**config.mk**
```make
export PLATFORM = sky130hd
export DESIGN_NAME = uart_parity_engine_flat
export DESIGN_NICKNAME = d
export VERILOG_FILES = /design/src/rtl/uart_parity_engine_if.sv /design/src/rtl/uart_parity_engine.sv /design/src/flat_wrapper.sv
export SDC_FILE = /design/constraint.sdc
export NUM_CORES = 1
export LEC_CHECK = 0
export CAP_MARGIN = 20
export CELL_PAD_IN_SITES_DETAIL_PLACEMENT = 2
export CELL_PAD_IN_SITES_GLOBAL_PLACEMENT = 2
export CORE_MARGIN = 2
export CORE_UTILIZATION = 36
export CTS_BUF_LIST = sky130_fd_sc_hd__clkbuf_8
export DETAILED_ROUTE_END_ITERATION = 10
export PLACE_DENSITY = 0.95
export SETUP_SLACK_MARGIN = 0.02
export SLEW_MARGIN = 25
export SYNTH_ARGS = -nofsm -noshare
export SYNTH_HDL_FRONTEND = slang
export SYNTH_SLANG_ARGS = --single-unit
```
**constraint.sdc**
```tcl
create_clock -name clk -period 5.6 [get_ports clk]
set_clock_uncertainty 0.2 [all_clocks]
set_input_delay 0.84 -clock clk [delete_from_list [all_inputs] [get_ports clk]]
set_output_delay 0.84 -clock clk [all_outputs]
set_load 0.02 [all_outputs]
```
**src/rtl/uart_parity_engine_if.sv**
```systemverilog
// uart_parity_engine_if: groups the frame control, serial bit, handshake and error signals of
// uart_parity_engine.
//   slave  modport: the parity engine (takes frame/bit/ack/clear, returns parity and status)
//   master modport: the UART bit path driving the engine
// Optional macro UART_PARITY_ERR_CNT_EN adds the err_cnt signal.
`timescale 1ns/1ps

interface uart_parity_engine_if #(
    parameter int unsigned DATA_BITS = 8,
    parameter int unsigned ERR_CNT_W = 8
);
    localparam int unsigned LEN_W = $clog2(DATA_BITS + 1);

    logic             frame_start;
    logic [2:0]       parity_mode;
    logic             dir_rx;
    logic [LEN_W-1:0] data_len;
    logic             bit_valid;
    logic             bit_in;
    logic             parity_ack;
    logic             err_clr;
    logic             parity_bit;
    logic             parity_valid;
    logic             parity_err;
    logic             sticky_err;
    logic             frame_done;
    logic             busy;
`ifdef UART_PARITY_ERR_CNT_EN
    logic [ERR_CNT_W-1:0] err_cnt;
`endif

    if (DATA_BITS < 1 || ERR_CNT_W < 1) begin : g_bad_params
        $error("uart_parity_engine_if: DATA_BITS and ERR_CNT_W must be >= 1");
    end

    modport master (
        output frame_start, parity_mode, dir_rx, data_len, bit_valid, bit_in, parity_ack,
               err_clr,
        input  parity_bit, parity_valid, parity_err, sticky_err, frame_done, busy
`ifdef UART_PARITY_ERR_CNT_EN
        , input err_cnt
`endif
    );

    modport slave (
        input  frame_start, parity_mode, dir_rx, data_len, bit_valid, bit_in, parity_ack,
               err_clr,
        output parity_bit, parity_valid, parity_err, sticky_err, frame_done, busy
`ifdef UART_PARITY_ERR_CNT_EN
        , output err_cnt
`endif
    );
endinterface

```
**src/rtl/uart_parity_engine.sv**
```systemverilog
// uart_parity_engine: serial parity engine for the UART TX/RX bit paths. Accumulates parity one
// bit at a time (LSB first) over a runtime-length frame, in none/even/odd/mark/space mode.
//   TX: presents parity_bit with parity_valid, held until parity_ack.
//   RX: compares the received parity bit, pulses parity_err and sets sticky_err.
// Ports:
//   clk, rst_n  clock and asynchronous active-low reset
//   bus         uart_parity_engine_if.slave (frame control, serial bits, handshake, status)
// Optional macro UART_PARITY_ERR_CNT_EN: adds a saturating parity error counter (bus.err_cnt).
// All outputs come from registers; no combinational input-to-output paths.
`timescale 1ns/1ps

module uart_parity_engine #(
    parameter int unsigned DATA_BITS = 8,
    parameter int unsigned ERR_CNT_W = 8
) (
    input logic                 clk,
    input logic                 rst_n,
    uart_parity_engine_if.slave bus
);
    localparam int unsigned      LEN_W   = $clog2(DATA_BITS + 1);
    localparam logic [LEN_W-1:0] MAX_LEN = LEN_W'(DATA_BITS);

    typedef enum logic [1:0] {StIdle, StData, StParity} state_e;
    typedef enum logic [2:0] {
        ModeNone  = 3'd0,
        ModeEven  = 3'd1,
        ModeOdd   = 3'd2,
        ModeMark  = 3'd3,
        ModeSpace = 3'd4
    } mode_e;

    if (DATA_BITS < 1 || ERR_CNT_W < 1) begin : g_bad_params
        $error("uart_parity_engine: DATA_BITS and ERR_CNT_W must be >= 1");
    end

    // Reserved encodings collapse to none so the FSM only ever sees five modes.
    function automatic mode_e decode_mode(input logic [2:0] m);
        mode_e res;
        case (m)
            3'd1:    res = ModeEven;
            3'd2:    res = ModeOdd;
            3'd3:    res = ModeMark;
            3'd4:    res = ModeSpace;
            default: res = ModeNone;
        endcase
        return res;
    endfunction

    function automatic logic parity_of(input mode_e m, input logic acc);
        logic res;
        case (m)
            ModeEven: res = acc;
            ModeOdd:  res = ~acc;
            ModeMark: res = 1'b1;
            default:  res = 1'b0;
        endcase
        return res;
    endfunction

    state_e           state_q, state_d;
    mode_e            mode_q, mode_d;
    logic             dir_rx_q, dir_rx_d;
    logic [LEN_W-1:0] len_q, len_d;
    logic [LEN_W-1:0] cnt_q, cnt_d;
    logic [LEN_W-1:0] cnt_inc;
    logic             acc_q, acc_d;
    logic             acc_nxt;
    logic             par_q, par_d;      // expected parity, valid in StParity
    logic             par_nxt;
    logic             parity_bit_q, parity_bit_d;
    logic             parity_valid_q, parity_valid_d;
    logic             parity_err_q, parity_err_d;
    logic             frame_done_q, frame_done_d;
    logic             sticky_q, sticky_d;

    always_comb begin
        state_d        = state_q;
        mode_d         = mode_q;
        dir_rx_d       = dir_rx_q;
        len_d          = len_q;
        cnt_d          = cnt_q;
        acc_d          = acc_q;
        par_d          = par_q;
        parity_bit_d   = parity_bit_q;
        parity_valid_d = parity_valid_q;
        parity_err_d   = 1'b0;
        frame_done_d   = 1'b0;
        cnt_inc        = cnt_q + LEN_W'(1);
        acc_nxt        = acc_q ^ bus.bit_in;
        par_nxt        = parity_of(mode_q, acc_nxt);

        if (bus.frame_start) begin
            // Restart from any state; a coincident bit_valid is dropped.
            state_d        = StData;
            mode_d         = decode_mode(bus.parity_mode);
            dir_rx_d       = bus.dir_rx;
            len_d          = (bus.data_len == '0 || bus.data_len > MAX_LEN) ? MAX_LEN
                                                                             : bus.data_len;
            cnt_d          = '0;
            acc_d          = 1'b0;
            parity_bit_d   = 1'b0;
            parity_valid_d = 1'b0;
        end else begin
            unique case (state_q)
                StIdle: begin
                end
                StData: begin
                    if (bus.bit_valid) begin
                        acc_d = acc_nxt;
                        cnt_d = cnt_inc;
                        if (cnt_inc == len_q) begin
                            if (mode_q == ModeNone) begin
                                frame_done_d = 1'b1;
                                state_d      = StIdle;
                            end else begin
                                state_d = StParity;
                                par_d   = par_nxt;
                                if (!dir_rx_q) begin
                                    parity_bit_d   = par_nxt;
                                    parity_valid_d = 1'b1;
                                end
                            end
                        end
                    end
                end
                StParity: begin
                    if (!dir_rx_q) begin
                        if (bus.parity_ack) begin
                            parity_bit_d   = 1'b0;
                            parity_valid_d = 1'b0;
                            frame_done_d   = 1'b1;
                            state_d        = StIdle;
                        end
                    end else if (bus.bit_valid) begin
                        parity_err_d = bus.bit_in ^ par_q;
                        frame_done_d = 1'b1;
                        state_d      = StIdle;
                    end
                end
                default: state_d = StIdle;
            endcase
        end

        // Set has priority over clear.
        sticky_d = parity_err_d | (sticky_q & ~bus.err_clr);
    end

    always_ff @(posedge clk or negedge rst_n) begin
        if (!rst_n) begin
            state_q        <= StIdle;
            mode_q         <= ModeNone;
            dir_rx_q       <= 1'b0;
            len_q          <= '0;
            cnt_q          <= '0;
            acc_q          <= 1'b0;
            par_q          <= 1'b0;
            parity_bit_q   <= 1'b0;
            parity_valid_q <= 1'b0;
            parity_err_q   <= 1'b0;
            frame_done_q   <= 1'b0;
            sticky_q       <= 1'b0;
        end else begin
            state_q        <= state_d;
            mode_q         <= mode_d;
            dir_rx_q       <= dir_rx_d;
            len_q          <= len_d;
            cnt_q          <= cnt_d;
            acc_q          <= acc_d;
            par_q          <= par_d;
            parity_bit_q   <= parity_bit_d;
            parity_valid_q <= parity_valid_d;
            parity_err_q   <= parity_err_d;
            frame_done_q   <= frame_done_d;
            sticky_q       <= sticky_d;
        end
    end

    assign bus.parity_bit   = parity_bit_q;
    assign bus.parity_valid = parity_valid_q;
    assign bus.parity_err   = parity_err_q;
    assign bus.sticky_err   = sticky_q;
    assign bus.frame_done   = frame_done_q;
    assign bus.busy         = (state_q != StIdle);

`ifdef UART_PARITY_ERR_CNT_EN
    logic [ERR_CNT_W-1:0] err_cnt_q, err_cnt_d, err_cnt_base;

    // Clear first, then count: a simultaneous clear and error leaves the count at 1.
    always_comb begin
        err_cnt_base = bus.err_clr ? '0 : err_cnt_q;
        err_cnt_d    = err_cnt_base;
        if (parity_err_d && (err_cnt_base != '1)) begin
            err_cnt_d = err_cnt_base + ERR_CNT_W'(1);
        end
    end

    always_ff @(posedge clk or negedge rst_n) begin
        if (!rst_n) begin
            err_cnt_q <= '0;
        end else begin
            err_cnt_q <= err_cnt_d;
        end
    end

    assign bus.err_cnt = err_cnt_q;
`else
`endif

endmodule

```
**src/flat_wrapper.sv**
```systemverilog
// flat-port wrapper written by rule: the top's interface ports become plain ports
module uart_parity_engine_flat 
#(
    parameter int unsigned DATA_BITS = 8,
    parameter int unsigned ERR_CNT_W = 8
)
  (clk, rst_n, bus_frame_start, bus_parity_mode, bus_dir_rx, bus_data_len, bus_bit_valid, bus_bit_in, bus_parity_ack, bus_err_clr, bus_parity_bit, bus_parity_valid, bus_parity_err, bus_sticky_err, bus_frame_done, bus_busy);
  uart_parity_engine_if #(.DATA_BITS(DATA_BITS), .ERR_CNT_W(ERR_CNT_W)) bus_i ();
  input logic clk;
  input logic rst_n;
  input wire logic [$bits(bus_i.frame_start)-1:0] bus_frame_start;
  input wire logic [$bits(bus_i.parity_mode)-1:0] bus_parity_mode;
  input wire logic [$bits(bus_i.dir_rx)-1:0] bus_dir_rx;
  input wire logic [$bits(bus_i.data_len)-1:0] bus_data_len;
  input wire logic [$bits(bus_i.bit_valid)-1:0] bus_bit_valid;
  input wire logic [$bits(bus_i.bit_in)-1:0] bus_bit_in;
  input wire logic [$bits(bus_i.parity_ack)-1:0] bus_parity_ack;
  input wire logic [$bits(bus_i.err_clr)-1:0] bus_err_clr;
  output wire logic [$bits(bus_i.parity_bit)-1:0] bus_parity_bit;
  output wire logic [$bits(bus_i.parity_valid)-1:0] bus_parity_valid;
  output wire logic [$bits(bus_i.parity_err)-1:0] bus_parity_err;
  output wire logic [$bits(bus_i.sticky_err)-1:0] bus_sticky_err;
  output wire logic [$bits(bus_i.frame_done)-1:0] bus_frame_done;
  output wire logic [$bits(bus_i.busy)-1:0] bus_busy;
  assign bus_i.frame_start = bus_frame_start;
  assign bus_i.parity_mode = bus_parity_mode;
  assign bus_i.dir_rx = bus_dir_rx;
  assign bus_i.data_len = bus_data_len;
  assign bus_i.bit_valid = bus_bit_valid;
  assign bus_i.bit_in = bus_bit_in;
  assign bus_i.parity_ack = bus_parity_ack;
  assign bus_i.err_clr = bus_err_clr;
  assign bus_parity_bit = bus_i.parity_bit;
  assign bus_parity_valid = bus_i.parity_valid;
  assign bus_parity_err = bus_i.parity_err;
  assign bus_sticky_err = bus_i.sticky_err;
  assign bus_frame_done = bus_i.frame_done;
  assign bus_busy = bus_i.busy;
  uart_parity_engine #(.DATA_BITS(DATA_BITS), .ERR_CNT_W(ERR_CNT_W)) u_core (.clk(clk), .rst_n(rst_n), .bus(bus_i));
endmodule
```
==> impl_metrics.py, run 1 <==
metrics = {
    "synthesis": {
        "netlist-cell-type-count": 32,
        "muxShareOfSynthArea_pct": 6.957,
        "syn-cell-area_um2": 1151,
        "ys_top_cells_by_area": "dfrtp_1, ha_1, xnor2_1, inv_1, nand2_1",
        "yosys.area.top_type": "dfrtp_1",
        "synth_nets": 137,
        "synthXorXnorAreaFrac_pct": 8.913,
        "synth_compound_area_share_pct": 10.22,
        "ys_ff_latch": 21,
        "synth_top_cell_area_share_pct": 45.65,
        "synth_top_family_by_area": "simple AND/OR/NAND/NOR gates",
        "ys_seq_area_share_pct": 45.65,
        "synthAdderAreaFrac_pct": 4.348,
        "yosys.area_share.simple_pct": 17.72,
        "netlist_instances": 118,
        "postSynthAreaPerCell_um2": 9.755,
        "yosysWarnings": 0,
    },
    "floorplan": {
        "fp.dieW_um": 60.55,
        "start_util_pct": 37.70,
        "rows": 20,
        "num_io_pins": 21,
        "die_y_um": 60.55,
        "die_area_um2": 3666,
        "core_region_area_um2": 3053,
    },
    "power_and_ir_drop": {
        "ir_drop_mv": 0.1369,
        "switchingPower_mw": 0.1086,
        "power_mw": 0.3627,
        "comb_power_share_pct": 24.5,
        "intPower_mw": 0.2541,
        "power.leakage_nw": 0.6256,
        "power_density_nw_per_um2": 255.9,
        "p_seq_share_pct": 48.0,
        "clock_power_share_pct": 27.6,
        "netSwitchingFraction_pct": 29.95,
    },
    "cts": {
        "root_buffer": "clkbuf_8",
        "cts_inserted_buffers": 3,
        "clock-sinks": 21,
        "cts_resized": 0,
        "hold_buffers": 0,
        "clk_path_buf_depth": 2,
        "clk_latency_ps": 260,
        "cts_setup_buffers": 0,
        "cts_tree": "yes",
        "cts_max_level": 1,
        "clk_pin_slew_worst_paths_ps": 80,
    },
    "drt": {
        "drt-total-wl_um": 2757,
        "via_per_inst": 5.083,
        "ant_nets": 0,
        "wl_per_cell_um": 15.23,
        "drc": 0,
        "routed-via-count": 920,
        "drt_iter0_markers": 6,
        "dr.pass1.iters": 2,
    },
    "timing": {
        "setup_viol": 0,
        "hold_violations": 0,
        "rsz0062_at_grt": "no",
        "worst_slew_pin_slew_ps": 957.7,
        "final_max_slew_viol_count": 0,
        "setup_tns_ps": 0,
        "fmax_ghz": 0.3743,
        "slew_headroom_pct": 35.96,
        "final.period_utilization_pct": 47.71,
        "finalCriticalPeriod_ps": 2672,
    },
    "worst_setup_path": {
        "r2r-end": "u_core.bus.parity_valid",
        "reg2reg_from": "u_core.cnt_q[0]",
        "crit_fanout": 26,
        "criticalPathCategory": "in -> reg",
        "crit_path_end_kind": "flip-flop",
        "worstSetupStartpoint": "bus_frame_start",
        "arrival_ps": 2620,
        "cp-endpoint": "u_core.par_q",
        "critPathRequiredTime_ps": 5550,
        "reg2reg_depth": 6,
        "ff2ff_setup_slack_ps": 3250,
        "startpoint_type": "primary input",
    },
    "global_routing": {
        "grt_start_max_net_pins": 27,
        "grt_usage_pct": 17.04,
        "grt_overflow": 0,
        "grt_pass1_vias": 1011,
        "antenna_found_initial": 0,
        "grt_first_pass_wirelength_um": 4657,
    },
    "cells_and_area": {
        "post-route-util_pct": 46.43,
        "nNetsFinal": 157,
        "final_area_um2": 1418,
        "area_delta_synth_final_pct": 23.15,
        "final_common_cell": "dfrtp_1",
        "drive_above_1_share_pct": 8.759,
        "diodes": 0,
        "mostFrequentLayoutCells": "dfrtp_1, clkdlybuf4s50_1, inv_1, nor2_1, nand2_1",
        "n_fill_cell": 342,
    },
    "place": {
        "hpwlAfterDp_um": 2221,
        "place_area_um2": 1376,
        "gp_congestion": 0.7859,
        "port_buffers": 20,
    },
    "min_path": {
        "hold_class": "in -> async",
    },
    "status": {
        "status": "finished, final reports clean",
    },
    "job": {
        "maxCapViolCount": 0,
    },
}
[worst min-delay path by stage]
stage,from,slack [ps],cells past startpoint,to
final,rst_n,330,1,u_core.state_q[1]
after global routing,rst_n,360,1,u_core.mode_q[0]
after CTS,u_core.bus.sticky_err,350,2,u_core.bus.sticky_err
after detailed placement,u_core.bus.sticky_err,340,2,u_core.bus.sticky_err
after global placement,u_core.state_q[0],320,2,u_core.state_q[0]
after floorplan,u_core.state_q[0],290,2,u_core.state_q[0]
[state kept, by name, indices dropped and copies added, names as in the netlist, 2 cells and up]
name	cells
u_core.cnt_q	4
u_core.len_q	4
u_core.mode_q	3
u_core.state_q	2
[power groups by stage]
stage               Clock, mW  Sequential, mW  Combinational (mW)
floorplan                   0           0.175              0.0607
global placement            0           0.176              0.0849
detailed placement          0           0.177              0.0904
CTS                     0.105           0.174              0.0914
global route            0.109           0.176               0.100
finish                  0.100           0.174              0.0887
[critical path, stage by stage]
cell and delay (ps):
clkdlybuf4s50_1 910, nor2b_1 390, nand4_2 150, mux2_4 320
[kinds of logic after synthesis]
logic type	Yosys count
AOI/OAI and AO/OA	20
xor gates and xnor gates	10
adders and majority gates	4
buffers and inverters	16
DFF	21
muxes	7
and+or+nand+nor	40
[area by class of cell]
type                       instances  area [um2]  area share, %
tap                               44       55.05          3.883
clock buffer                       3       41.29          2.913
inverter                          11       41.29          2.913
timing repair buffer              20       195.2          13.77
multi-input combinational         81       554.3          39.10
clock inverter                     1       5.005         0.3530
sequential                        21       525.5          37.07
[stage by stage]
step                worst slack, ps  hold slack [ps]  cells
floorplan                      3482            292.3    118
global placement               2770            317.7    177
detailed placement             2659            340.9    177
CTS                            2938            353.4    181
global route                   2843            358.9    181
finish                         2928            327.2    181
[routing by layer]
metal  vias to the layer above  global-route usage [%]  routed length [um]
met5                         -                       0                   0
met4                         0                   3.727                  16
met3                         2                   1.919                  94
met2                        18                   32.30                1463
met1                       466                   20.69                1184
li1                        434                       -                   -
[cell usage after synthesis]
| cell type | count |
|---|---|
| xor3_1 | 1 |
| and2_4 | 1 |
| o32ai_1 | 1 |
| xor2_1 | 4 |
| mux2_1 | 2 |
| nand4_1 | 1 |
| nand2_1 | 11 |
| o31ai_1 | 1 |
| nor3b_1 | 1 |
| mux2_4 | 1 |
| nor3_2 | 2 |
| mux2i_1 | 2 |
| nand2b_1 | 1 |
| clkbuf_8 | 1 |
| nor2_1 | 11 |
| xnor2_1 | 5 |
| dfrtp_1 | 21 |
| a41oi_1 | 1 |
| nor2b_1 | 3 |
| a22oi_1 | 1 |
| ha_1 | 4 |
| inv_1 | 11 |
| or3_1 | 1 |
| mux2_2 | 2 |
| o21ai_0 | 4 |
| clkbuf_1 | 3 |
| o22ai_1 | 4 |
| a21oi_1 | 8 |
| nand4_2 | 1 |
| nand3_1 | 6 |
| buf_2 | 1 |
| nor3_1 | 1 |
Power figures use the tool's default switching activity.
==> run 2, diff against run 1 <==
--- a/config.mk
+++ b/config.mk
@@ -9,10 +9,10 @@
 export CELL_PAD_IN_SITES_DETAIL_PLACEMENT = 2
 export CELL_PAD_IN_SITES_GLOBAL_PLACEMENT = 2
 export CORE_MARGIN = 2
-export CORE_UTILIZATION = 36
+export CORE_UTILIZATION = 33
 export CTS_BUF_LIST = sky130_fd_sc_hd__clkbuf_8
 export DETAILED_ROUTE_END_ITERATION = 10
-export PLACE_DENSITY = 0.95
+export PLACE_DENSITY = 0.89
 export SETUP_SLACK_MARGIN = 0.02
 export SLEW_MARGIN = 25
 export SYNTH_ARGS = -nofsm -noshare
==> constraint.sdc (replaced) <==
create_clock -name clk -period 2.7 [get_ports clk]
set_clock_uncertainty 0.2 [all_clocks]
set_input_delay 0.405 -clock clk [delete_from_list [all_inputs] [get_ports clk]]
set_output_delay 0.405 -clock clk [all_outputs]
set_load 0.02 [all_outputs]
==> run 2 against run 1 <==
  * Routed wire length is 11% higher
  * Worst setup slack worse by 2500 ps
  * Largest power group unchanged
  * Largest cell class unchanged
  * Global-route usage fell by 0.14 points
  * Critical path depth increased by 2
  * Clock-buffer cell count unchanged
  * Non-clock buffer count rose by 3
  * First-iteration DRC count grew to 2.7 times the previous value
  * Via count up 0.76%
  * Sequential power grew 110%
==> impl_metrics.py, run 2 (synthesis gave the netlist of run 1 again) <==
metrics = {
    "status": {
        "status": "finished, final reports clean",
    },
    "drt": {
        "via_per_inst": 4.984,
        "ant_nets": 0,
        "drt-total-wl_um": 3052,
        "drt_iter0_markers": 16,
        "drc": 0,
        "wl_per_cell_um": 16.41,
        "dr.pass1.iters": 4,
        "routed-via-count": 927,
    },
    "floorplan": {
        "fp.dieW_um": 63.06,
        "start_util_pct": 34.50,
        "die_area_um2": 3977,
        "core_region_area_um2": 3337,
        "rows": 21,
        "die_y_um": 63.06,
        "num_io_pins": 21,
    },
    "cts": {
        "cts_setup_buffers": 0,
        "cts_resized": 0,
        "hold_buffers": 0,
        "root_buffer": "clkbuf_8",
        "clk_latency_ps": 260,
        "clk_path_buf_depth": 2,
        "clk_pin_slew_worst_paths_ps": 80,
        "cts_inserted_buffers": 3,
        "cts_tree": "yes",
        "clock-sinks": 21,
        "cts_max_level": 1,
    },
    "place": {
        "place_area_um2": 1401,
        "port_buffers": 20,
        "dpl.cell_count": 182,
        "gp_congestion": 0.7785,
        "hpwlAfterDp_um": 2377,
        "place_ws_ps": 309.7,
    },
    "worst_setup_path": {
        "worstSetupStartpoint": "u_core.cnt_q[0]",
        "arrival_ps": 2220,
        "startpoint_type": "flip-flop",
        "criticalPathCategory": "reg -> reg",
        "reg2reg_depth": 6,
        "critPathRequiredTime_ps": 2650,
        "crit_path_end_kind": "flip-flop",
        "crit_fanout": 4,
        "reg2reg_from": "u_core.cnt_q[0]",
    },
    "timing": {
        "setup_tns_ps": 0,
        "final.period_utilization_pct": 83.92,
        "worst_slew_pin_slew_ps": 355.5,
        "finalCriticalPeriod_ps": 2266,
        "final.setup.worst_slack_ps": 434.1,
        "rsz0062_at_grt": "no",
        "fmax_ghz": 0.4413,
        "hold_ws_ps": 292.3,
        "hold_violations": 0,
        "setup_viol": 0,
        "slew_headroom_pct": 76.23,
        "final_max_slew_viol_count": 0,
    },
    "global_routing": {
        "grt_first_pass_wirelength_um": 5209,
        "grt_usage_pct": 16.91,
        "antenna_found_initial": 0,
        "grt_overflow": 0,
        "grt_pass1_vias": 1029,
        "grt_start_max_net_pins": 22,
    },
    "cells_and_area": {
        "mostFrequentLayoutCells": "dfrtp_1, clkdlybuf4s50_1, inv_1",
        "post-route-util_pct": 43.34,
        "multi_input_area_um2": 554.3,
        "final_common_cell": "dfrtp_1",
        "drive_above_1_share_pct": 9.286,
        "n_fill_cell": 371,
        "nNetsFinal": 160,
        "regArea_um2": 525.5,
        "diodes": 0,
        "final_area_um2": 1446,
        "area_delta_synth_final_pct": 25.65,
        "reg.largest.list": "u_core.cnt_q: 4 flops, u_core.len_q: 4 flops, u_core.mode_q: 3 flops",
        "final_cells": 186,
    },
    "power_and_ir_drop": {
        "power.leakage_nw": 0.6409,
        "power_mw": 0.7639,
        "ir_drop_mv": 0.1861,
        "power_density_nw_per_um2": 528.2,
    },
    "job": {
        "maxCapViolCount": 0,
    },
    "min_path": {
        "hold_class": "in -> async",
    },
}
==> run 2: cell count changes in the layout (fill, tap and decap cells not counted), sizes merged <==
cell,delta
buf,+2
clkdlybuf4s50,+1
clkinv,-1
inv,+1
==> run 2: layer usage <==
metal | global-route usage (%) | routed length, um | vias to the layer above | share of wire, %
met5 | 0 | 0 | - | 0
met2 | 32.18 | 1694 | 16 | 56
met4 | 6.667 | 50 | 0 | 1.6
met1 | 18.59 | 1216 | 466 | 40
met3 | 2.500 | 91 | 5 | 3.0
li1 | - | - | 440 | -
==> run 2: final timing paths <==
kind / to / slack [ps]
setup / recovery: u_core.bus.parity_valid / 430
hold / removal: u_core.state_q[0] / 290
setup reg to reg: u_core.bus.parity_valid / 430
hold reg to reg: u_core.bus.sticky_err / 350
max in group asynchronous: u_core.mode_q[1] / 1790
min in group clk: u_core.bus.sticky_err / 350
==> run 2: final cells by class <==
class | count | area share [%]
clock buffers | 3 | 2.855
clock inverters | 1 | 0.2595
inverters | 11 | 2.855
multi-input cells | 81 | 38.32
flip-flops and latches | 21 | 36.33
well taps | 46 | 3.979
repair buffers | 23 | 15.40
==> run 2: where the power goes <==
| group | internal [mW] | switching (mW) | total, mW |
|---|---|---|---|
| clock network | 0.102 | 0.106 | 0.207 |
| logic | 0.0915 | 0.103 | 0.195 |
| registers | 0.338 | 0.0235 | 0.362 |
==> run 2: critical path, cell delays in order, from the launching register on <==
cell and delay [ps]:
dfrtp_1 430, ha_1 230, xor3_1 370, nor3_2 180
a41oi_1 160, nor3_2 220, mux2_1 350
